`src/rtl/clock_pkg.sv`:
```
// Shared clock/alarm definitions.
// Holds the time-field widths and typedefs reused by the timekeeper, alarm-set
// registers and alarm controller, plus the alarm FSM state encoding.
package clock_pkg;

    localparam int unsigned HOUR_W = 5;
    localparam int unsigned MIN_W  = 6;
    localparam int unsigned SEC_W  = 6;

    typedef logic [HOUR_W-1:0] hour_t;
    typedef logic [MIN_W-1:0]  min_t;
    typedef logic [SEC_W-1:0]  sec_t;

    typedef enum logic [1:0] {
        IDLE,
        RINGING,
        SNOOZING
    } alarm_state_t;

endpackage

```
`src/rtl/blink_gen.sv`:
```
// 1 Hz, 50% duty blink generator phase-locked to the seconds tick.
// Ports:
//   clk      in  system clock
//   rst_n    in  asynchronous active-low reset
//   sec_tick in  one-cycle pulse per second
//   blink    out registered square wave, high for the first CLK_HZ/2 cycles after a tick
module blink_gen #(
    parameter int unsigned CLK_HZ = 50_000_000
) (
    input  logic clk,
    input  logic rst_n,
    input  logic sec_tick,
    output logic blink
);

    localparam int unsigned BW = (CLK_HZ > 1) ? $clog2(CLK_HZ) : 1;
    localparam logic [BW-1:0] BCNT_MAX  = BW'(CLK_HZ - 1);
    localparam logic [BW-1:0] BCNT_HALF = BW'(CLK_HZ / 2);

    logic [BW-1:0] bcnt_q, bcnt_d;
    logic          blink_q;

    // Saturate so a missing tick leaves blink parked low instead of wrapping.
    always_comb begin
        bcnt_d = bcnt_q;
        if (sec_tick) begin
            bcnt_d = '0;
        end else if (bcnt_q != BCNT_MAX) begin
            bcnt_d = bcnt_q + 1'b1;
        end
    end

    always_ff @(posedge clk or negedge rst_n) begin
        if (!rst_n) begin
            bcnt_q  <= '0;
            blink_q <= 1'b0;
        end else begin
            bcnt_q  <= bcnt_d;
            // Decode the next count so blink rises the cycle after the tick.
            blink_q <= (bcnt_d < BCNT_HALF);
        end
    end

    assign blink = blink_q;

endmodule

```
`src/rtl/alarm_controller.sv`:
```
// Alarm controller: compares current time to the programmed alarm time and runs
// the ring / snooze / dismiss state machine; also produces the 1 Hz blink.
// Ports:
//   clk, rst_n                  clock, asynchronous active-low reset
//   sec_tick                    one-cycle pulse per second
//   cur_hour/cur_min/cur_sec    current time
//   alm_hour/alm_min            programmed alarm time
//   alarm_en                    alarm-armed level
//   snooze, dismiss             one-cycle button pulses
//   blink                       1 Hz square wave
//   alarm                       high while ringing
module alarm_controller
    import clock_pkg::*;
#(
    parameter int unsigned CLK_HZ         = 50_000_000,
    parameter int unsigned SNOOZE_S       = 300,
    parameter int unsigned RING_TIMEOUT_S = 60,
    parameter int unsigned MAX_SNOOZE     = 3
) (
    input  logic              clk,
    input  logic              rst_n,
    input  logic              sec_tick,
    input  logic [HOUR_W-1:0] cur_hour,
    input  logic [MIN_W-1:0]  cur_min,
    input  logic [SEC_W-1:0]  cur_sec,
    input  logic [HOUR_W-1:0] alm_hour,
    input  logic [MIN_W-1:0]  alm_min,
    input  logic              alarm_en,
    input  logic              snooze,
    input  logic              dismiss,
    output logic              blink,
    output logic              alarm
);

    localparam int unsigned RW = (RING_TIMEOUT_S > 1) ? $clog2(RING_TIMEOUT_S) : 1;
    localparam int unsigned SW = (SNOOZE_S > 1) ? $clog2(SNOOZE_S) : 1;
    localparam int unsigned UW = (MAX_SNOOZE > 0) ? $clog2(MAX_SNOOZE + 1) : 1;

    localparam logic [RW-1:0] RING_LAST  = RW'(RING_TIMEOUT_S - 1);
    localparam logic [SW-1:0] SNZ_LAST   = SW'(SNOOZE_S - 1);
    localparam logic [UW-1:0] USED_LIMIT = UW'(MAX_SNOOZE);

    alarm_state_t  state_q, state_d;
    logic [RW-1:0] ring_cnt_q, ring_cnt_d;
    logic [SW-1:0] snz_cnt_q, snz_cnt_d;
    logic [UW-1:0] snooze_used_q, snooze_used_d;
    logic          alarm_q;
    logic          match;

    blink_gen #(
        .CLK_HZ (CLK_HZ)
    ) u_blink_gen (
        .clk      (clk),
        .rst_n    (rst_n),
        .sec_tick (sec_tick),
        .blink    (blink)
    );

    // Out-of-range alarm fields can never equal a valid current time.
    assign match = sec_tick && alarm_en && (cur_hour == alm_hour) &&
                   (cur_min == alm_min) && (cur_sec == '0);

    always_comb begin
        state_d       = state_q;
        ring_cnt_d    = ring_cnt_q;
        snz_cnt_d     = snz_cnt_q;
        snooze_used_d = snooze_used_q;
        unique case (state_q)
            IDLE: begin
                if (match) begin
                    state_d       = RINGING;
                    ring_cnt_d    = '0;
                    snooze_used_d = '0;
                end
            end
            RINGING: begin
                // Dismiss outranks snooze when both arrive together.
                if (!alarm_en || dismiss) begin
                    state_d = IDLE;
                end else if (snooze && (snooze_used_q < USED_LIMIT)) begin
                    state_d       = SNOOZING;
                    snz_cnt_d     = SNZ_LAST;
                    snooze_used_d = snooze_used_q + 1'b1;
                end else if (sec_tick) begin
                    if (ring_cnt_q == RING_LAST) begin
                        state_d = IDLE;
                    end else begin
                        ring_cnt_d = ring_cnt_q + 1'b1;
                    end
                end
            end
            SNOOZING: begin
                if (!alarm_en || dismiss) begin
                    state_d = IDLE;
                end else if (sec_tick) begin
                    if (snz_cnt_q == '0) begin
                        // snooze_used is kept so the per-event limit holds.
                        state_d    = RINGING;
                        ring_cnt_d = '0;
                    end else begin
                        snz_cnt_d = snz_cnt_q - 1'b1;
                    end
                end
            end
            default: state_d = IDLE;
        endcase
    end

    always_ff @(posedge clk or negedge rst_n) begin
        if (!rst_n) begin
            state_q       <= IDLE;
            ring_cnt_q    <= '0;
            snz_cnt_q     <= '0;
            snooze_used_q <= '0;
            alarm_q       <= 1'b0;
        end else begin
            state_q       <= state_d;
            ring_cnt_q    <= ring_cnt_d;
            snz_cnt_q     <= snz_cnt_d;
            snooze_used_q <= snooze_used_d;
            alarm_q       <= (state_d == RINGING);
        end
    end

    assign alarm = alarm_q;

endmodule

```
`config.mk`:
```
export PLATFORM = sky130hd
export DESIGN_NAME = alarm_controller
export DESIGN_NICKNAME = d
export VERILOG_FILES = /design/src/rtl/clock_pkg.sv /design/src/rtl/blink_gen.sv /design/src/rtl/alarm_controller.sv
export SDC_FILE = /design/constraint.sdc
export NUM_CORES = 1
export LEC_CHECK = 0
export CORE_MARGIN = 5
export CORE_UTILIZATION = 34
export CTS_CLUSTER_SIZE = 10
export DETAILED_ROUTE_END_ITERATION = 6
export SLEW_MARGIN = 15
export SYNTH_ARGS = -nofsm -noshare
export SYNTH_HDL_FRONTEND = slang
export SYNTH_SLANG_ARGS = --single-unit
```
`constraint.sdc`:
```
create_clock -name clk -period 2.6 [get_ports clk]
set_input_delay 0.52 -clock clk [delete_from_list [all_inputs] [get_ports clk]]
set_output_delay 0.52 -clock clk [all_outputs]
set_load 0.05 [all_outputs]
```
==> results.yml, run 1 <==
status:
  status: "finished, final reports clean"
sta:
  layout_setup_ws_ps: 226
  rsz0062_at_grt: "false"
  finalHoldViolCount: 0
  max_freq_ghz: 0.421
  fin_crit_ps: 2370
  finalMaxSlewViolations: 0
  tightest_slew_ps: 497
  finalSetupViolations: 0
  relSlewSlack: 0.668
  post-route-period-util: 0.913
  setup_tns_ps: 0
  finClkSkew_ps: 7.41
placed_design:
  numPlacedInstances: 446
  place_congestion: 0.816
  place_ws_ps: 68.7
  place.port_buffers: 35
  hpwl_um: 4580
synthesis:
  synth_fa_ha_area_frac: 0.0224
  syn_inst: 306
  async_reset_ff_frac: 1.00
  yosysWarnings: 0
  ys_seq_area_frac: 0.422
  ys.flop_type: "dfrtp_1"
  ys_types: 46
  syn-mean-instance-area_um2: 9.12
  muxShareOfSynthArea: 0.00359
  synth_area_um2: 2790
  synth_top_family_by_area: "simple AND/OR/NAND/NOR gates"
  synth_area_leaders: "dfrtp_1 42%, xnor2_1 7.2%, nor2_1 6.1%, xor2_1 4.1%, nand3_1 3.2%"
  syn_nets: 345
  synth_top_area_share: 0.422
  synth-simple-area-share: 0.291
  synth_edf_count: 0
  yosys.area.top_type: "dfrtp_1"
  synth-xor-area-share: 0.113
  synth_compound_area_frac: 0.105
  synth-seq-cells: 47
global_routing:
  grt_use_met2: 0.217
  grt_max_degree: 32
  met1_usage: 0.157
  antenna_found_initial: 0
  grt_overflow: 0
  grt_pass1_wl_um: 10600
  grt_usage: 0.126
  grt_pass1_vias: 2361
  use_met3: 0.0325
  grt-busiest-layer: "met2"
cts:
  clk_pin_slew_worst_paths_ps: 90
  cts.sinks: 47
  h-tree-depth: 2
  numCtsBuffers: 5
  cts_buffer_depth: 2
  tritoncts: "yes"
  clockRootBuffer: "clkbuf_8"
  insertion_delay_ps: 300
final_layout:
  layout.nets: 387
  fillers: 834
  area_growth_pct: 21.0
  multi_input_area_um2: 1500
  final_cells: 453
  regArea_um2: 1180
  drive_above_1_share: 0.0805
  finish.utilization: 0.417
  diodes: 0
routing:
  vias: 2341
  first_pass_iters: 4
  via_per_inst: 5.17
  ant_nets: 0
  drt-initial-drc-count: 97
  drc: 0
  wl_per_cell_um: 13.1
  routed_wl_um: 5930
worst_setup_path:
  cp-end-kind: "register"
  cpPeakStageDelay_ps: 510
  slowest_stage: "or4b_1"
  worstPathArrival_ps: 2610
  worstSetupStartpointType: "register"
  worst-setup-path-type: "reg -> reg"
  required_ps: 2840
  cp_max_fo: 7
  crit_chain: "nor4_1 -> nand4b_1 -> nor3_4 -> nor3_1 -> or4b_1 -> a221oi_2 -> o21a_1"
floorplanning:
  die_h_um: 101
  core_area_um2: 8090
  rows: 33
  die-area_um2: 10100
  die-width_um: 101
  start_util: 0.345
  boundaryPins: 36
power_and_ir_drop:
  pwr_density_cell_nw_per_um2: 415
  irDropWorstVdd_mv: 0.213
  leakagePower_nw: 1.34
job:
  cap_viol_max_count: 0
min_path:
  hold_class: "in -> async"
==> metal layers <==
metal  vias to the layer above  part of all wire
li1                       1178                 -
met1                      1091              0.45
met2                        64              0.48
met3                         8             0.057
met4                         0             0.014
met5                         -                 0
==> sequential cells by signal, summed over array words and instances, names as in the netlist <==
name and count:
u_blink_gen.bcnt_q 26, snz_cnt_q 9, ring_cnt_q 6, snooze_used_q 2
state_q 2, alarm 1, u_blink_gen.blink 1
==> critical path: cells and delay by family, from the launching register on <==
family	cells	cell delay, ps
simple gates	5	1360
flops	1	460
compound gates	2	480
==> Yosys cell counts (all sizes together), types with 5 or more instances <==
| library cell | instances |
|---|---|
| o31ai | 5 |
| nor3 | 10 |
| ha | 5 |
| nand4 | 14 |
| nor2 | 45 |
| and4 | 5 |
| a21oi | 11 |
| dfrtp | 47 |
| xor2 | 13 |
| nand3 | 18 |
| nand2b | 8 |
| inv | 8 |
| o21ai | 16 |
| nor4 | 7 |
| nand2 | 22 |
| buf | 7 |
| xnor2 | 23 |
==> area by class of cell <==
cell class / count / share of cell area
clock buffers: 5 / 0.0204
clock inverters: 2 / 0.0111
flip-flops and latches: 47 / 0.348
inverters: 8 / 0.00889
multi-input cells: 241 / 0.444
repair buffers: 45 / 0.128
well taps: 105 / 0.0389
==> what timing repair did <==
action,in CTS,in global routing
hold buffers,0,0
gates resized for setup,0,1
setup endpoints to repair,0,1
setup buffers,0,0
==> logic make-up after synthesis <==
logic type      after synthesis
buf+inv                      18
compound gates               47
simple gates                152
xor+xnor                     36
flops                        47
mux                           1
fa+ha+maj                     5
==> where the power goes <==
| part | leakage [nW] | internal (mW) | total [mW] | switching (mW) |
|---|---|---|---|---|
| Combinational | 0.647 | 0.0716 | 0.127 | 0.0550 |
| Clock | 0.0502 | 0.281 | 0.531 | 0.249 |
| Sequential | 0.641 | 0.738 | 0.745 | 0.00723 |
| Total | 1.34 | 1.09 | 1.40 | 0.312 |
==> path summary, 6_finish.rpt <==
| check | from | end | slack, ps | cells after the start |
|---|---|---|---|---|
| worst max-delay path | u_blink_gen.bcnt_q[7] | u_blink_gen.blink | 230 | 7 |
| worst min-delay path | rst_n | u_blink_gen.bcnt_q[1] | 140 | 1 |
| worst max register to register | u_blink_gen.bcnt_q[7] | u_blink_gen.blink | 230 | 7 |
| worst min register to register | snooze_used_q[0] | snooze_used_q[0] | 490 | 1 |
| max in group asynchronous | rst_n | snz_cnt_q[0] | 1960 | 2 |
| min in group clk | snooze_used_q[0] | snooze_used_q[0] | 490 | 1 |
==> stage by stage <==
step | total power, mW | hold slack, ps | instance area (um2)
2_1_floorplan | 0.810 | 224 | 2790
3_3_place_gp | 0.887 | 468 | 3260
3_5_place_dp | 0.890 | 473 | 3260
4_1_cts | 1.42 | 151 | 3370
5_1_grt | 1.46 | 162 | 3380
6_report | 1.40 | 142 | 3380
==> cell usage in the layout, fill, tap and decap left out, types with 9 or more instances in the layout <==
master and count:
xor2_1 13, buf_4 9, a21oi_1 11, nand4_1 14, nand2_1 22, xnor2_1 23, o21ai_0 16, clkdlybuf4s50_1 34
nor2_1 45, nand3_1 18, dfrtp_1 47
Power figures use the tool's default switching activity.
==> run 2, diff against run 1 <==
Settings changed: ABC_AREA set to 1, CORE_ASPECT_RATIO set to 1.2.
==> results.yml, run 2 <==
status:
  status: "finished, final reports clean"
routing:
  wl_per_cell_um: 12.7
  routed_wl_um: 8160
  drc: 0
  ant_nets: 0
  vias: 3109
  first_pass_iters: 4
  via_per_inst: 4.84
  drt-initial-drc-count: 155
synthesis:
  syn_inst: 473
  async_reset_ff_frac: 1.00
  synth-xor-area-share: 0.0485
  muxShareOfSynthArea: 0
  synth_compound_area_frac: 0.0773
  synth-simple-area-share: 0.406
  synth_top_family_by_area: "simple AND/OR/NAND/NOR gates"
  yosys.area.top_type: "dfrtp_1"
  synth_top_area_share: 0.362
  synth_fa_ha_area_frac: 0.0192
  synth_common_cells: "126 x nand2_1, 63 x inv_1, 62 x nor2_1"
  synth_most_common_cell: "nand2_1"
  yosysWarnings: 0
  ys_seq_area_frac: 0.362
  synth-seq-cells: 47
  synth_area_um2: 3250
  synth_area_leaders: "dfrtp_1 36%, nand2_1 15%, inv_1 7.3%, nor2_1 7.2%, nand3_1 6.8%"
  syn_nets: 512
  synth_edf_count: 0
  ys_types: 33
  ys.flop_type: "dfrtp_1"
  syn-mean-instance-area_um2: 6.87
global_routing:
  grt-busiest-layer: "met2"
  grt_usage: 0.149
  grt_max_degree: 32
  antenna_found_initial: 0
  use_met3: 0.0308
  grt_overflow: 0
  grt_pass1_wl_um: 14200
  grt_pass1_vias: 3093
  grt_use_met2: 0.287
  met1_usage: 0.168
placed_design:
  place.port_buffers: 35
  numPlacedInstances: 634
  postPlaceCellArea_um2: 3790
  hpwl_um: 6460
  place_congestion: 0.927
sta:
  finalMaxSlewViolations: 0
  finClkSkew_ps: 9.53
  tightest_slew_ps: 730
  finalHoldViolCount: 0
  fin_crit_ps: 2140
  holdWs_ps: 285
  relSlewSlack: 0.513
  rsz0062_at_grt: "false"
  max_freq_ghz: 0.467
  post-route-period-util: 0.824
  setup_tns_ps: 0
  finalSetupViolations: 0
cts:
  numCtsBuffers: 5
  tritoncts: "yes"
  post_cts_buffers: 0
  cts.repair.resized: 0
  clockRootBuffer: "clkbuf_16"
  cts_buffer_depth: 2
  cts.sinks: 47
  hold_buffers: 0
  clk_pin_slew_worst_paths_ps: 70
  insertion_delay_ps: 290
  h-tree-depth: 2
final_layout:
  final_common_cell: "nand2_1"
  layout.nets: 557
  final_cells: 642
  top_register: "u_blink_gen.bcnt_q"
  diodes: 0
  regArea_um2: 1180
  fillers: 968
  final_cell_area_um2: 3970
  largest_register_ffs: 26
  final_cell_mix: "126 x nand2_1, 63 x inv_1, 62 x nor2_1, 47 x dfrtp_1, 44 x nand3_1"
  area_growth_pct: 22.0
  largestRegisters: "u_blink_gen.bcnt_q: 26 flops, snz_cnt_q: 9 flops, ring_cnt_q: 6 flops"
  multi_input_area_um2: 1790
  drive_above_1_share: 0.110
worst_setup_path:
  cp-end-kind: "register"
  cp_max_fo: 6
  rr_worst_depth: 11
  slowest_stage: "dfrtp_1"
  worstSetupStartpointType: "register"
  crit_chain: "ha_1 -> nand3_2 -> inv_2 -> nand2_1 -> clkinv_1 -> or2_2 -> nand3_1 -> nand4_1 -> nand3_1 -> nor2_1 -> nor2_1"
  worst-setup-path-type: "reg -> reg"
  required_ps: 2820
  cpPeakStageDelay_ps: 440
  worstPathArrival_ps: 2360
job:
  cap_viol_max_count: 0
power_and_ir_drop:
  pwr_density_cell_nw_per_um2: 419
  irDropWorstVdd_mv: 0.306
  leakagePower_nw: 1.73
floorplanning:
  start_util: 0.345
  rows: 39
  die-area_um2: 11600
  core_area_um2: 9420
  die-width_um: 99.3
  boundaryPins: 36
  die_h_um: 117
min_path:
  hold_class: "in -> async"
## run 2: changes by cell type in the layout (fill, tap and decap cells not counted), sizes merged, moves of 5 or more
| cell | previous run | this run |
|---|---|---|
| nand2 | 22 | 135 |
| and4 | 5 | 0 |
| or2 | 0 | 7 |
| nor2 | 45 | 73 |
| nand3 | 18 | 46 |
| xnor2 | 23 | 8 |
| o21ai | 16 | 21 |
| nand2b | 8 | 0 |
| inv | 8 | 67 |
## run 2: cell type report
| type | instances | area share |
|---|---|---|
| multi-input cells | 353 | 0.452 |
| flip-flops and latches | 47 | 0.297 |
| repair buffers | 42 | 0.103 |
| inverters | 69 | 0.0653 |
| well taps | 123 | 0.0388 |
| clock buffers | 6 | 0.0350 |
| clock inverters | 2 | 0.00883 |
## run 2: worst max-delay path, delay by kind of cell (launching register included)
kind,cells,cell delay [ps]
simple gates,8,1100
flops,1,440
fa+ha+maj,1,290
buf+inv,2,260
## run 2: per-stage QoR
stage | power, mW | worst slack [ps] | utilization
floorplan | 0.826 | 846 | -
global placement | 0.915 | 289 | 0.403
detailed placement | 0.918 | 242 | 0.403
CTS | 1.68 | 438 | 0.421
global route | 1.73 | 322 | 0.421
finish | 1.66 | 458 | 0.421
## run 2: routing by layer
layer  vias up  wire length, um
li1       1599                -
met1      1425             3450
met2        77             4190
met3         8              412
met4         0              104
met5         -                0
## run 2: cells by family (layout without fill, tap and decap cells)
family	Yosys count	count (layout)
AOI/OAI and AO/OA	40	40
DFF	47	47
and+or+nand+nor	290	290
adders and majority gates	5	5
xor gates and xnor gates	18	18
buffers and inverters	73	119
## run 2: report_power, final
part           internal, mW  total (mW)  switching [mW]  leakage (nW)
registers             0.745       0.758          0.0126         0.628
clock network         0.479       0.761           0.282        0.0868
logic                0.0749       0.144          0.0693          1.02
## run 2: final timing paths
path,slack [ps],startpoint,end
min reg2reg,480,snooze_used_q[1],snooze_used_q[1]
max,460,u_blink_gen.bcnt_q[0],u_blink_gen.blink
min,280,rst_n,u_blink_gen.bcnt_q[10]
max reg2reg,460,u_blink_gen.bcnt_q[0],u_blink_gen.blink
min in group clk,480,snooze_used_q[1],snooze_used_q[1]
max in group asynchronous,1660,rst_n,u_blink_gen.bcnt_q[1]
